**src/rtl/muldiv_sequencer.sv**
```systemverilog
// ---------------------------------------------------------------------------
// muldiv_sequencer
//
// Purpose:
//   Sequences one MULT/DIV operation at a time for the multicycle CPU. On an
//   accepted request it latches the operands and the operation type. It then
//   pulses a start strobe to the external multiplier or divider and waits for
//   that unit's done flag. When the flag arrives it commits the result into
//   the architectural HI/LO registers. While an operation is in flight it
//   stalls the control unit on new requests and on HI/LO reads. A watchdog
//   aborts a WAIT that never completes.
//
// Handshake: op_start is a level request held by the control unit until it is
//   accepted. A request is accepted only in IDLE, and it is consumed at the
//   clock edge that ends that cycle. While busy, stall tells the control unit
//   to hold its state, and the request is neither accepted nor dropped. The
//   done inputs are single-cycle strobes. Only the done strobe of the unit
//   that was started is honoured, and only in WAIT.
//
// Optional feature (macro MULDIV_DIV0_TRAP_EN):
//   defined   - a DIV with a zero divisor is refused in IDLE and raises a
//               one-cycle div0_exc pulse instead of starting the divider.
//   undefined - a zero divisor is issued like any other DIV; div0_exc stays 0.
//
// Ports:
//   clk, reset                  clock, synchronous active-high reset
//   op_start, op_is_div         request and its type (0 MULT, 1 DIV)
//   op_a, op_b                  rs / rt operands
//   hilo_read                   MFHI/MFLO issued this cycle
//   mult_done_in, div_done_in   unit completion strobes
//   mult_hi_in, mult_lo_in      product halves
//   div_quot_in, div_rem_in     quotient / remainder
//   MultStart, DivStart         one-cycle start strobes
//   opa_q, opb_q                latched operands driven to the units
//   busy, stall                 in-flight flag, control-unit hold
//   hi, lo                      architectural HI/LO
//   div0_exc, timeout_err       registered one-cycle exception pulses
//   exception_code              010 div0, 011 timeout, otherwise 000
//   dbg_state                   current FSM state (0 IDLE, 1 START, 2 WAIT)
// ---------------------------------------------------------------------------
module muldiv_sequencer #(
  parameter int WIDTH   = 32,
  parameter int TIMEOUT = 40
) (
  input  logic             clk,
  input  logic             reset,
  input  logic             op_start,
  input  logic             op_is_div,
  input  logic [WIDTH-1:0] op_a,
  input  logic [WIDTH-1:0] op_b,
  input  logic             hilo_read,
  input  logic             mult_done_in,
  input  logic             div_done_in,
  input  logic [WIDTH-1:0] mult_hi_in,
  input  logic [WIDTH-1:0] mult_lo_in,
  input  logic [WIDTH-1:0] div_quot_in,
  input  logic [WIDTH-1:0] div_rem_in,
  output logic             MultStart,
  output logic             DivStart,
  output logic [WIDTH-1:0] opa_q,
  output logic [WIDTH-1:0] opb_q,
  output logic             busy,
  output logic             stall,
  output logic [WIDTH-1:0] hi,
  output logic [WIDTH-1:0] lo,
  output logic             div0_exc,
  output logic             timeout_err,
  output logic [2:0]       exception_code,
  output logic [1:0]       dbg_state
);

  localparam int CNT_W = $clog2(TIMEOUT + 1);
  // The last WAIT cycle that may still see a done strobe.
  localparam logic [CNT_W-1:0] CNT_LAST = CNT_W'(TIMEOUT - 1);

  typedef enum logic [1:0] {
    ST_IDLE  = 2'd0,
    ST_START = 2'd1,
    ST_WAIT  = 2'd2
  } state_t;

  state_t             state_q, state_d;
  logic [CNT_W-1:0]   cnt_q, cnt_d;
  logic               is_div_q, is_div_d;
  logic [WIDTH-1:0]   opa_d, opb_d;
  logic [WIDTH-1:0]   hi_q, hi_d;
  logic [WIDTH-1:0]   lo_q, lo_d;
  logic               div0_q, div0_d;
  logic               tmo_q, tmo_d;
  logic               div0_hit;
  logic               unit_done;

`ifdef MULDIV_DIV0_TRAP_EN
  assign div0_hit = op_is_div && (op_b == '0);
`else
  assign div0_hit = 1'b0;
`endif

  // Only the started unit's done strobe counts; the other one is ignored.
  assign unit_done = is_div_q ? div_done_in : mult_done_in;

  always_ff @(posedge clk) begin
    if (reset) begin
      state_q  <= ST_IDLE;
      cnt_q    <= '0;
      is_div_q <= 1'b0;
      opa_q    <= '0;
      opb_q    <= '0;
      hi_q     <= '0;
      lo_q     <= '0;
      div0_q   <= 1'b0;
      tmo_q    <= 1'b0;
    end else begin
      state_q  <= state_d;
      cnt_q    <= cnt_d;
      is_div_q <= is_div_d;
      opa_q    <= opa_d;
      opb_q    <= opb_d;
      hi_q     <= hi_d;
      lo_q     <= lo_d;
      div0_q   <= div0_d;
      tmo_q    <= tmo_d;
    end
  end

  always_comb begin
    state_d  = state_q;
    cnt_d    = cnt_q;
    is_div_d = is_div_q;
    opa_d    = opa_q;
    opb_d    = opb_q;
    hi_d     = hi_q;
    lo_d     = lo_q;
    div0_d   = 1'b0;
    tmo_d    = 1'b0;
    case (state_q)
      ST_IDLE: begin
        if (op_start) begin
          if (div0_hit) begin
            // Refused request: stay in IDLE, leave operands and HI/LO alone.
            div0_d = 1'b1;
          end else begin
            is_div_d = op_is_div;
            opa_d    = op_a;
            opb_d    = op_b;
            state_d  = ST_START;
          end
        end
      end
      ST_START: begin
        cnt_d   = '0;
        state_d = ST_WAIT;
      end
      ST_WAIT: begin
        if (unit_done) begin
          // MIPS convention: HI gets the remainder, LO the quotient.
          hi_d    = is_div_q ? div_rem_in  : mult_hi_in;
          lo_d    = is_div_q ? div_quot_in : mult_lo_in;
          state_d = ST_IDLE;
        end else if (cnt_q == CNT_LAST) begin
          tmo_d   = 1'b1;
          state_d = ST_IDLE;
        end else begin
          cnt_d = cnt_q + CNT_W'(1);
        end
      end
      default: state_d = ST_IDLE;
    endcase
  end

  assign MultStart      = (state_q == ST_START) && !is_div_q;
  assign DivStart       = (state_q == ST_START) &&  is_div_q;
  assign busy           = (state_q != ST_IDLE);
  assign stall          = busy && (op_start || hilo_read);
  assign hi             = hi_q;
  assign lo             = lo_q;
  assign div0_exc       = div0_q;
  assign timeout_err    = tmo_q;
  assign exception_code = div0_q ? 3'b010 : (tmo_q ? 3'b011 : 3'b000);
  assign dbg_state      = state_q;

endmodule

```
**config.mk**
```make
export PLATFORM = sky130hd
export DESIGN_NAME = muldiv_sequencer
export DESIGN_NICKNAME = d
export VERILOG_FILES = /design/src/rtl/muldiv_sequencer.sv
export SDC_FILE = /design/constraint.sdc
export NUM_CORES = 1
export LEC_CHECK = 0
export CAP_MARGIN = 20
export CORE_AREA = 4 4 131 133
export DETAILED_ROUTE_END_ITERATION = 10
export DIE_AREA = 0 0 135 137
export HOLD_SLACK_MARGIN = 0.15
export MAX_ROUTING_LAYER = met4
export PLACE_DENSITY_LB_ADDON = 0.1
export SYNTH_ARGS = -nofsm -noshare
export SYNTH_HDL_FRONTEND = slang
export SYNTH_SLANG_ARGS = --single-unit
```
**constraint.sdc**
```tcl
create_clock -name clk -period 3.69 [get_ports clk]
set_clock_uncertainty 0.05 [all_clocks]
set_input_delay 0.369 -clock clk [delete_from_list [all_inputs] [get_ports clk]]
set_output_delay 0.369 -clock clk [all_outputs]
set_load 0.02 [all_outputs]
```
== Word-level counts from Yosys, hierarchy flattened ==
Index checks and enable logic that the tools add are counted.
Storage, ports and cells
  input port bits: 199
  output and inout bits: 139
  logic and storage cells: 42
  register bits after elaboration: 138
Operators by class
  add/sub/neg operators: 1
  reduce and logical (&&, ||, !) cells: 13
  equal/unequal tests: 7
  bitwise gates (word level): 1
  muxes and demuxes: 12
Operator list (count)
  $mux W32: 2
  $mux W6: 2
  $pmux W6 S2: 1
  $mux W2: 4
  $add A6 B1 Y6 const B: 1
  $eq A6 B6 Y1 const B: 1
  $ne A2 B2 Y1 const B: 3
  $pmux W2 S3: 1
  $reduce_and A2 Y1: 3
  $reduce_bool A2 Y1: 2
  $logic_and A1 B1 Y1: 3
  $ne A3 B3 Y1 const B: 1
  $reduce_and A3 Y1: 1
  $reduce_or A3 Y1: 1
  $eq A2 B1 Y1 const B: 1
  $eq A2 B2 Y1 const B: 1
  $logic_not A2 Y1: 1
  $mux W1: 2
  $logic_not A1 Y1: 1
  $logic_or A1 B1 Y1: 1
  $not A1 Y1: 1

== Logic depth before layout (Yosys ltp) ==
Gate-level depths: netlist (run 1).
  word-level depth: 4
  gate-level depth with buffers: 7

== Worst setup path before layout (run 1) ==
Ideal clock, no wire load.
  path type: reg2out
  from: register is_div_q
  to: output port MultStart
  data required time: 3271 ps
  stages on the path, launching flop included: 5
  setup slack: 1972 ps
  data arrival time: 1299 ps
  path through: dfxtp_1 -> buf_6 -> buf_4 -> buf_2 -> nor3_1
Between the ends
  cells in the longest elaborated chain, start to end: 2
Ends and longest elaborated chain
  start, declared: RTL line 84  | logic is_div_q, is_div_d;
  start signal, assigned: RTL line 116  | is_div_q <= is_div_d;
  $logic_not A1 Y1: RTL line 171  | assign MultStart = (state_q == ST_START) && !is_div_q;
  $logic_and A1 B1 Y1: RTL line 171
  end, declared: RTL line 58  | output logic MultStart,
No other way between the ends.

== Final worst setup path (run 1) ==
  from: register is_div_q
  to: output port DivStart
Between the ends
  cells in the longest elaborated chain, start to end: 1
Ends and longest elaborated chain
  $logic_and A1 B1 Y1: RTL line 172  | assign DivStart = (state_q == ST_START) && is_div_q;
  end, declared: RTL line 59  | output logic DivStart,
No other way between the ends.

==> flow_metrics.tcl, run 1 <==
set metrics [dict create \
    synthArstFlopShare_pct 0 \
    vias_per_cell 4.772 \
    global_route_wire_length_before_repair_um 29660 \
    post-layout-total-power_uw 4405 \
    p_leak_uw 0.003370 \
    die_area_um2 18500 \
    synth_commonest_cells "138 x sky130_fd_sc_hd__dfxtp_1, 135 x sky130_fd_sc_hd__nand2_1, 70 x sky130_fd_sc_hd__nor2_1, 67 x sky130_fd_sc_hd__a21oi_1" \
    io_buf_count 335 \
    syn-cell-area_um2 5574 \
    dpl_worst_slack_ns 1.388 \
    finalSetupTns_ns 0 \
    cp_max_fo 41 \
    max-cap-violations 0 \
    cell_rows 46 \
    finish.cell_count_without_fillers 1167 \
    finalWorstPathRequiredPeriod_ns 2.506 \
    die_y_um 137 \
    cts-hold-fix-buffers 0 \
    post_synth_inst_count 633 \
    drt_pre_antenna_iters 4 \
    crit_arrival_ns 2.09 \
    antenna_found_initial 1 \
    cts.htree.levels 4 \
    grtUsageTotal_pct 21.35 \
    worst_hold_path_type "register to register" \
    cts-buffers-inserted 17 \
    maximum_number_of_pins_on_one_net_before_global_route_repair 127 \
    wl_um 19960 \
    remaining_number_of_nets_flagged_by_the_antenna_check_after_routing 0 \
    die_width_um 135 \
    start_kind "register" \
    detail_route.drc_violations 0 \
    clkLatencyLatePin_ns 0.41 \
    final_layout_size_suffix_gt1_share_pct 5.158 \
    cts_max_path_buffers 2 \
    grt-ovfl-total 0 \
    timing.critical_path.slowest_stage_cell "sky130_fd_sc_hd__dfxtp_4" \
    setup_viol_count_final 0 \
    timing.reg2reg.worst_path_depth 5 \
    timing.final.crit_share_pct 67.91 \
    run_status "complete, no violations" \
    fill_cell_total_of_the_finished_layout 1352 \
    synth.avg_cell_area_um2 8.806 \
    number_of_flops_mapped_to_enable_cells_by_yosys 0 \
    timing.critical_path.to_type "primary output" \
    grt_pass1_vias 5610 \
    worst-setup-path-type "register to primary output" \
    design.final.nets 1137 \
    setup_repair_after_global_routing_missed_its_margin "no" \
    tightestPinTransition_ns 0.7643 \
    starting_density_of_the_core_pct 35.22 \
    netlist-cell-type-count 35 \
    hold_viol_final 0 \
    yosys_warnings 0 \
    synth_largest_area_cell "sky130_fd_sc_hd__dfxtp_1" \
    flow.area_growth_from_synthesis_pct 73.54 \
    hpwlAfterDp_um 14990 \
    dr_total_vias 5569 \
    finalMaxSlewViolations 0 \
    worstPathRequired_ns 3.27 \
    max_freq_mhz 399.1 \
    cts_resized 0 \
    floorplan.core_area_um2 15830 \
    dp.cells 1134 \
    cp_cell_sequence "and2_1, clkdlybuf4s50_1" \
    synth_top_area_share_pct 49.56 \
    design.portCount 338 \
    clockRootBuffer "sky130_fd_sc_hd__clkbuf_16" \
    yosysMostFrequentCell "sky130_fd_sc_hd__dfxtp_1" \
    ys_seq_area_share_pct 49.56 \
    clock_sinks 138 \
    power.density_cell_area_nw_per_um2 455.4 \
    tritoncts "done" \
    route.detailed.wl_per_inst_um 17.11 \
    yosys_register_bits 138 \
    max-vdd-ir-drop_mv 0.2794 \
    critical_path.max_stage_delay_ns 0.83 \
    gp_congestion 0.7806 \
    clkTransAtPathRegs_ns 0.05 \
    finalWorstSetupSlack_ns 1.184 \
    post_synth_main_area_contributors "sky130_fd_sc_hd__dfxtp_1 50%, sky130_fd_sc_hd__mux2i_1 12%, sky130_fd_sc_hd__nand2_1 9.1%" \
    min_path_cells 2 \
    synth_flop_cell "sky130_fd_sc_hd__dfxtp_1" \
    postCtsSetupBuffers 0 \
    slew_headroom_pct 49.05 \
    first_iter_violations 213 \
]
==> routing by layer <==
| metal | track usage, % | vias to the layer above | part of all wire [%] |
|---|---|---|---|
| met4 | 7.447 | 0 | 2.3 |
| li1 | - | 2786 | - |
| met1 | 23.02 | 2504 | 39 |
| met5 | - | - | 0 |
| met3 | 9.926 | 31 | 11 |
| met2 | 34.85 | 248 | 48 |
==> cell type report <==
class | count | area, um^2 | area share (%)
Clock buffer | 23 | 519.2 | 5.368
Clock inverter | 9 | 178.9 | 1.850
Timing Repair Buffer | 340 | 3413 | 35.29
Sequential cell | 138 | 2766 | 28.60
Tap cell | 216 | 270.3 | 2.794
Antenna cell | 1 | 2.502 | 0.02587
Multi-Input combinational cell | 437 | 2511 | 25.96
Inverter | 3 | 11.26 | 0.1164
==> sequential cells by signal, indices dropped and copies added, names as in the netlist <==
signal and flops:
cnt_q 6, dbg_state 2, hi 32, is_div_q 1
lo 32, opa_q 32, opb_q 32, timeout_err 1
==> critical path: cells and delay by family (launching register included) <==
family	cells	cell delay, ns
and+or+nand+nor	1	0.23
buffers and inverters	1	0.61
DFF	1	0.83
==> layout by cell type (no fill, tap or decap), types with 3 or more instances in the layout <==
cell type,synthesis,routed
sky130_fd_sc_hd__nand3_1,3,3
sky130_fd_sc_hd__a21oi_1,67,67
sky130_fd_sc_hd__nor3_1,3,3
sky130_fd_sc_hd__bufinv_16,0,5
sky130_fd_sc_hd__nand2_1,135,134
sky130_fd_sc_hd__nor2_1,70,70
sky130_fd_sc_hd__mux2i_1,65,65
sky130_fd_sc_hd__clkbuf_8,0,5
sky130_fd_sc_hd__inv_1,3,3
sky130_fd_sc_hd__dfxtp_1,138,137
sky130_fd_sc_hd__buf_4,11,4
sky130_fd_sc_hd__a211oi_1,65,65
sky130_fd_sc_hd__a31oi_1,4,4
sky130_fd_sc_hd__clkbuf_16,0,18
sky130_fd_sc_hd__clkdlybuf4s50_1,0,334
==> per-stage QoR <==
stage | util [%] | hold WS (ns) | instance area [um^2]
global placement | 56.56 | 0.3914 | 8952
floorplan | - | 0.3811 | 5578
CTS | 61.10 | 0.4032 | 9671
detailed placement | 56.69 | 0.3956 | 8972
finish | 61.11 | 0.4003 | 9673
global route | 61.11 | 0.4268 | 9673
==> logic make-up (layout without fill, tap and decap cells) <==
family	after synthesis	in the layout	synth area share, %
other cells	1	3	0.06728
compound gates	142	142	16.07
buf+inv	59	375	5.612
simple gates	225	225	16.18
fa+ha+maj	1	1	0.2244
flops	138	138	49.56
mux	67	67	12.28
==> final timing paths <==
kind / start / endpoint / slack (ns)
setup / recovery: is_div_q$_SDFFE_PP0P_ / DivStart / 1.18
hold / removal: opa_q[20]$_SDFFE_PP0P_ / opa_q[20]$_SDFFE_PP0P_ / 0.40
setup reg to reg: dbg_state[1]$_SDFFE_PP0P_ / opa_q[12]$_SDFFE_PP0P_ / 1.41
hold reg to reg: opa_q[20]$_SDFFE_PP0P_ / opa_q[20]$_SDFFE_PP0P_ / 0.40
==> where the power goes <==
group / total [uW] / internal [uW] / switching, uW
sequential: 1640 / 1580 / 60.5
combinational: 801 / 432 / 369
clock: 1970 / 1330 / 635
total: 4410 / 3340 / 1060
Note: power is estimated with default switching activity, not from simulation.
==> run 2: changes to the inputs <==
- CORE_AREA: 4 4 131 133 -> default
- CORE_MARGIN: default -> 4
- CORE_UTILIZATION: default -> 34
- DIE_AREA: 0 0 135 137 -> default
- clock period: 3.69 -> 2.2 ns (I/O delays scaled with it)
==> run 2 against run 1 <==
Effect of this change:
- first-iteration DRC count shrank 0.47%
- flip-flop and latch count is the same
- die area is essentially flat
- worst hold slack lost 0.23 ns
- via count grew 0.29%
- sequential share of layout area grew 0.17 points
- non-clock buffer count grew 3
- final area shrank 0.52%
- utilization shrank 0.97 points
- clock power grew 45%
- combinational power grew 72%
- global-route usage shrank 0.72 points
==> flow_metrics.tcl, run 2 (synthesized netlist as in run 1, its figures left out) <==
set metrics [dict create \
    run_status "complete, no violations" \
    post-layout-total-power_uw 6956 \
    worstPathRequired_ns 1.93 \
    cts_max_path_buffers 2 \
    clkTransAtPathRegs_ns 0.06 \
    tritoncts "done" \
    clkLatencyLatePin_ns 0.41 \
    flow.area_growth_from_synthesis_pct 72.64 \
    timing.reg2reg.worst_path_depth 5 \
    die_width_um 136.0 \
    setup_viol_count_final 0 \
    max_freq_mhz 484.6 \
    cts-hold-fix-buffers 0 \
    antenna_found_initial 0 \
    die_y_um 136.0 \
    holdCritStartpoint "reset" \
    worst_hold_path_type "primary input to register" \
    diode_count 0 \
    hold_viol_final 0 \
    clock_sinks 138 \
    remaining_number_of_nets_flagged_by_the_antenna_check_after_routing 0 \
    route.detailed.wl_per_inst_um 16.70 \
    grt_pass1_vias 5489 \
    layout.cells.most_common_list "334 x sky130_fd_sc_hd__clkdlybuf4s50_1, 135 x sky130_fd_sc_hd__dfxtp_1, 134 x sky130_fd_sc_hd__nand2_1" \
    grtUsageTotal_pct 20.64 \
    cell_rows 46 \
    drt_pre_antenna_iters 4 \
    finalWorstPathRequiredPeriod_ns 2.064 \
    hpwlAfterDp_um 14680 \
    maximum_number_of_pins_on_one_net_before_global_route_repair 69 \
    start_kind "register" \
    fill_cell_total_of_the_finished_layout 1423 \
    crit_arrival_ns 1.79 \
    die_area_um2 18510 \
    cp_cell_sequence "inv_1, nor2_1, and2_1, clkdlybuf4s50_1" \
    finalSetupTns_ns 0 \
    design.portCount 338 \
    floorplan.core_area_um2 16000 \
    setup_repair_after_global_routing_missed_its_margin "no" \
    clockRootBuffer "sky130_fd_sc_hd__clkbuf_16" \
    io_buf_count 335 \
    tightestPinTransition_ns 0.6594 \
    hold_slack_ns 0.1720 \
    worst-setup-path-type "register to primary output" \
    finalMaxSlewViolations 0 \
    startpoint_of_the_most_critical_register_to_register_path "dbg_state[1]$_SDFFE_PP0P_" \
    min_path_cells 2 \
    crit_start "dbg_state[0]$_SDFFE_PP0P_" \
    detail_route.drc_violations 0 \
    timing.critical_path.slowest_stage_cell "sky130_fd_sc_hd__clkdlybuf4s50_1" \
    max-vdd-ir-drop_mv 0.6059 \
    mostFrequentLayoutCell "sky130_fd_sc_hd__clkdlybuf4s50_1" \
    timing.final.crit_share_pct 93.80 \
    power.density_cell_area_nw_per_um2 722.9 \
    critical_path.max_stage_delay_ns 0.59 \
    timing.critical_path.to_type "primary output" \
    cts.htree.levels 4 \
    first_iter_violations 212 \
    grt-ovfl-total 0 \
    starting_density_of_the_core_pct 34.84 \
    design.final.nets 1140 \
    cp_max_fo 7 \
    gp_congestion 0.8955 \
    p_leak_uw 0.003344 \
    max-cap-violations 0 \
    final_layout_size_suffix_gt1_share_pct 5.042 \
    global_route_wire_length_before_repair_um 28830 \
    slew_headroom_pct 56.04 \
    cts-buffers-inserted 17 \
    wl_um 19500 \
    vias_per_cell 4.782 \
    dr_total_vias 5585 \
]
==> run 2: critical path, delay by kind of cell, from the launching register on <==
kind	cells	cell delay, ns
DFF	1	0.38
and+or+nand+nor	2	0.31
buffers and inverters	2	0.68
==> run 2: per-layer routing <==
layer	GRT usage (%)	wire length (um)	up-vias	share of wire, %
met4	6.663	303	0	1.6
met1	21.88	7550	2547	39
met5	-	0	-	0
met2	34.87	9565	224	49
met3	8.734	2083	22	11
li1	-	-	2792	-
==> run 2: repair_timing <==
item | CTS | global route
gates resized for setup | 0 | 2
buffers inserted | 0 | 0
endpoints found under the setup margin | 0 | 2
==> run 2: power breakdown <==
group	leakage [uW]	internal, uW	switching (uW)
Sequential	0.00113	2640	79.6
Combinational	0.00193	737	644
Clock	0.000284	1840	1010
==> run 2: area by class of cell <==
type | instances | area, um^2 | share of cell area, %
well taps | 216 | 270.3 | 2.808
flip-flops and latches | 138 | 2769 | 28.77
clock inverters | 7 | 116.4 | 1.209
clock buffers | 24 | 471.7 | 4.902
inverters | 3 | 11.26 | 0.1170
multi-input cells | 437 | 2511 | 26.10
repair buffers | 343 | 3473 | 36.09
==> run 2: per-stage QoR <==
stage,worst slack (ns),area [um^2],instances,utilization (%)
final,0.1363,9623,1168,60.14
after CTS,0.01640,9620,1168,60.13
after detailed placement,0.4103,9032,1137,56.45
after global routing,0.04223,9623,1168,60.14
after global placement,0.4386,9032,1137,56.45
after floorplan,0.6313,5578,634,-
==> run 2: path summary, 6_finish.rpt <==
path	to	slack, ns
max	DivStart	0.14
max reg2reg	opa_q[23]$_SDFFE_PP0P_	0.46
min	dbg_state[0]$_SDFFE_PP0P_	0.17
min reg2reg	opa_q[9]$_SDFFE_PP0P_	0.40
==> run 3: changes to the inputs <==
- CORE_ASPECT_RATIO: default -> 1.2
==> run 3 against run 2 <==
Effect of this change:
- global-route usage rose by 0.33 points
- highest routed layer unchanged
- flip-flop and latch count did not move
- non-clock buffer count rose by 1
- critical path type unchanged
- critical endpoint is now MultStart
- first-iteration DRC count rose by 51%
- sequential power barely moved
- worst setup slack improved by 0.032 ns
==> flow_metrics.tcl, run 3 (synthesized netlist as in run 1, its figures left out) <==
set metrics [dict create \
    die_width_um 124.9 \
    diode_count 0 \
    remaining_number_of_nets_flagged_by_the_antenna_check_after_routing 0 \
    cts.htree.levels 4 \
    die_area_um2 18520 \
    design.final.nets 1141 \
    cp_max_fo 7 \
    hpwlAfterDp_um 14570 \
    max_freq_mhz 492.3 \
    antenna_found_initial 0 \
    power.density_cell_area_nw_per_um2 741.8 \
    max-cap-violations 0 \
    run_status "complete, no violations" \
    starting_density_of_the_core_pct 34.53 \
    hold_viol_final 0 \
    post-layout-total-power_uw 7163 \
    finalSetupTns_ns 0 \
    finalMaxSlewViolations 0 \
    setup_viol_count_final 0 \
    io_buf_count 335 \
    wl_um 19370 \
    setup_repair_after_global_routing_missed_its_margin "no" \
    gp_congestion 0.8816 \
    cts-hold-fix-buffers 0 \
    max-vdd-ir-drop_mv 0.4046 \
    dr_total_vias 5585 \
    mostFrequentLayoutCell "sky130_fd_sc_hd__clkdlybuf4s50_1" \
    layout.cells.most_common_list "333 x sky130_fd_sc_hd__clkdlybuf4s50_1, 136 x sky130_fd_sc_hd__dfxtp_1, 134 x sky130_fd_sc_hd__nand2_1" \
    grt_pass1_vias 5620 \
    start_kind "register" \
    finalWorstPathRequiredPeriod_ns 2.031 \
    clock_sinks 138 \
    cell_rows 51 \
    worst_hold_path_type "primary input to register" \
    design.portCount 338 \
    first_iter_violations 320 \
    crit_arrival_ns 1.76 \
    final_layout_size_suffix_gt1_share_pct 5.451 \
    tritoncts "done" \
    flow.area_growth_from_synthesis_pct 73.22 \
    p_leak_uw 0.003376 \
    maximum_number_of_pins_on_one_net_before_global_route_repair 91 \
    clockRootBuffer "sky130_fd_sc_hd__clkbuf_16" \
    cts-buffers-inserted 17 \
    worstPathRequired_ns 1.93 \
    grt-ovfl-total 0 \
    floorplan.core_area_um2 16140 \
    cts_max_path_buffers 2 \
    grtUsageTotal_pct 20.97 \
    timing.critical_path.to_type "primary output" \
    timing.final.crit_share_pct 92.33 \
    clkTransAtPathRegs_ns 0.06 \
    slew_headroom_pct 57.76 \
    detail_route.drc_violations 0 \
    route.detailed.wl_per_inst_um 16.61 \
    clkLatencyLatePin_ns 0.41 \
    die_y_um 148.3 \
    worst-setup-path-type "register to primary output" \
    global_route_wire_length_before_repair_um 29970 \
    r2r_setup_slack_ns 0.50 \
    tightestPinTransition_ns 0.6336 \
    vias_per_cell 4.790 \
    drt_pre_antenna_iters 6 \
]
## run 3: changes by cell type in the layout (fill, tap and decap cells not counted), moves of 2 or more
cell and change:
sky130_fd_sc_hd__buf_4 +2, sky130_fd_sc_hd__clkbuf_8 -2, sky130_fd_sc_hd__clkbuf_1 -3, sky130_fd_sc_hd__clkinv_2 +3, sky130_fd_sc_hd__bufinv_16 +2
## run 3: power by group
part           switching [uW]  internal [uW]  total [uW]
logic                     640            737        1380
clock network            1060           2000        3060
registers                83.8           2640        2730
total                    1780           5380        7160
## run 3: area by class of cell
type                       count  area (um^2)
sequential                   138         2768
fill                        1384         6489
clock inverter                13        200.2
clock buffer                  19        432.9
tap                          212        265.3
timing repair buffer         344         3467
inverter                       3        11.26
multi-input combinational    437         2511
## run 3: final timing paths
| check | start | to | cells after the start |
|---|---|---|---|
| hold reg to reg | opb_q[5]$_SDFFE_PP0P_ | opb_q[5]$_SDFFE_PP0P_ | 2 |
| setup / recovery | dbg_state[0]$_SDFFE_PP0P_ | MultStart | 3 |
| hold / removal | reset | opb_q[28]$_SDFFE_PP0P_ | 2 |
| setup reg to reg | dbg_state[1]$_SDFFE_PP0P_ | opb_q[1]$_SDFFE_PP0P_ | 5 |
## run 3: repair_timing
item                                    4_1_cts  5_1_grt
setup buffers                                 0        0
endpoints found under the hold margin         0        0
pin swaps                                     0        0
endpoints found under the setup margin        1        1
resized for setup                             1        1
## run 3: critical path, cell delays in order (launching register included)
cell and delay (ns):
sky130_fd_sc_hd__dfxtp_1 0.42, sky130_fd_sc_hd__inv_1 0.12, sky130_fd_sc_hd__nor3_1 0.17, sky130_fd_sc_hd__clkdlybuf4s50_1 0.66
## run 3: through the flow
stage          hold WS, ns  util, %  std cells  setup WS, ns  cell area (um^2)
6_report            0.1860    59.81       1166        0.1687              9656
4_1_cts             0.1753    59.80       1166       0.07322              9654
3_5_place_dp        0.3954    55.89       1134        0.3711              9022
2_1_floorplan       0.3060        -        634        0.6313              5578
3_3_place_gp        0.3920    55.89       1134        0.4468              9022
5_1_grt             0.1997    59.81       1166       0.02811              9656
## run 3: routing by layer
metal	vias up	global-route usage (%)	part of all wire (%)
met1	2524	23.94	41
li1	2788	-	-
met3	21	7.687	8.4
met2	252	34.60	49
met4	0	6.508	1.5
met5	-	-	0
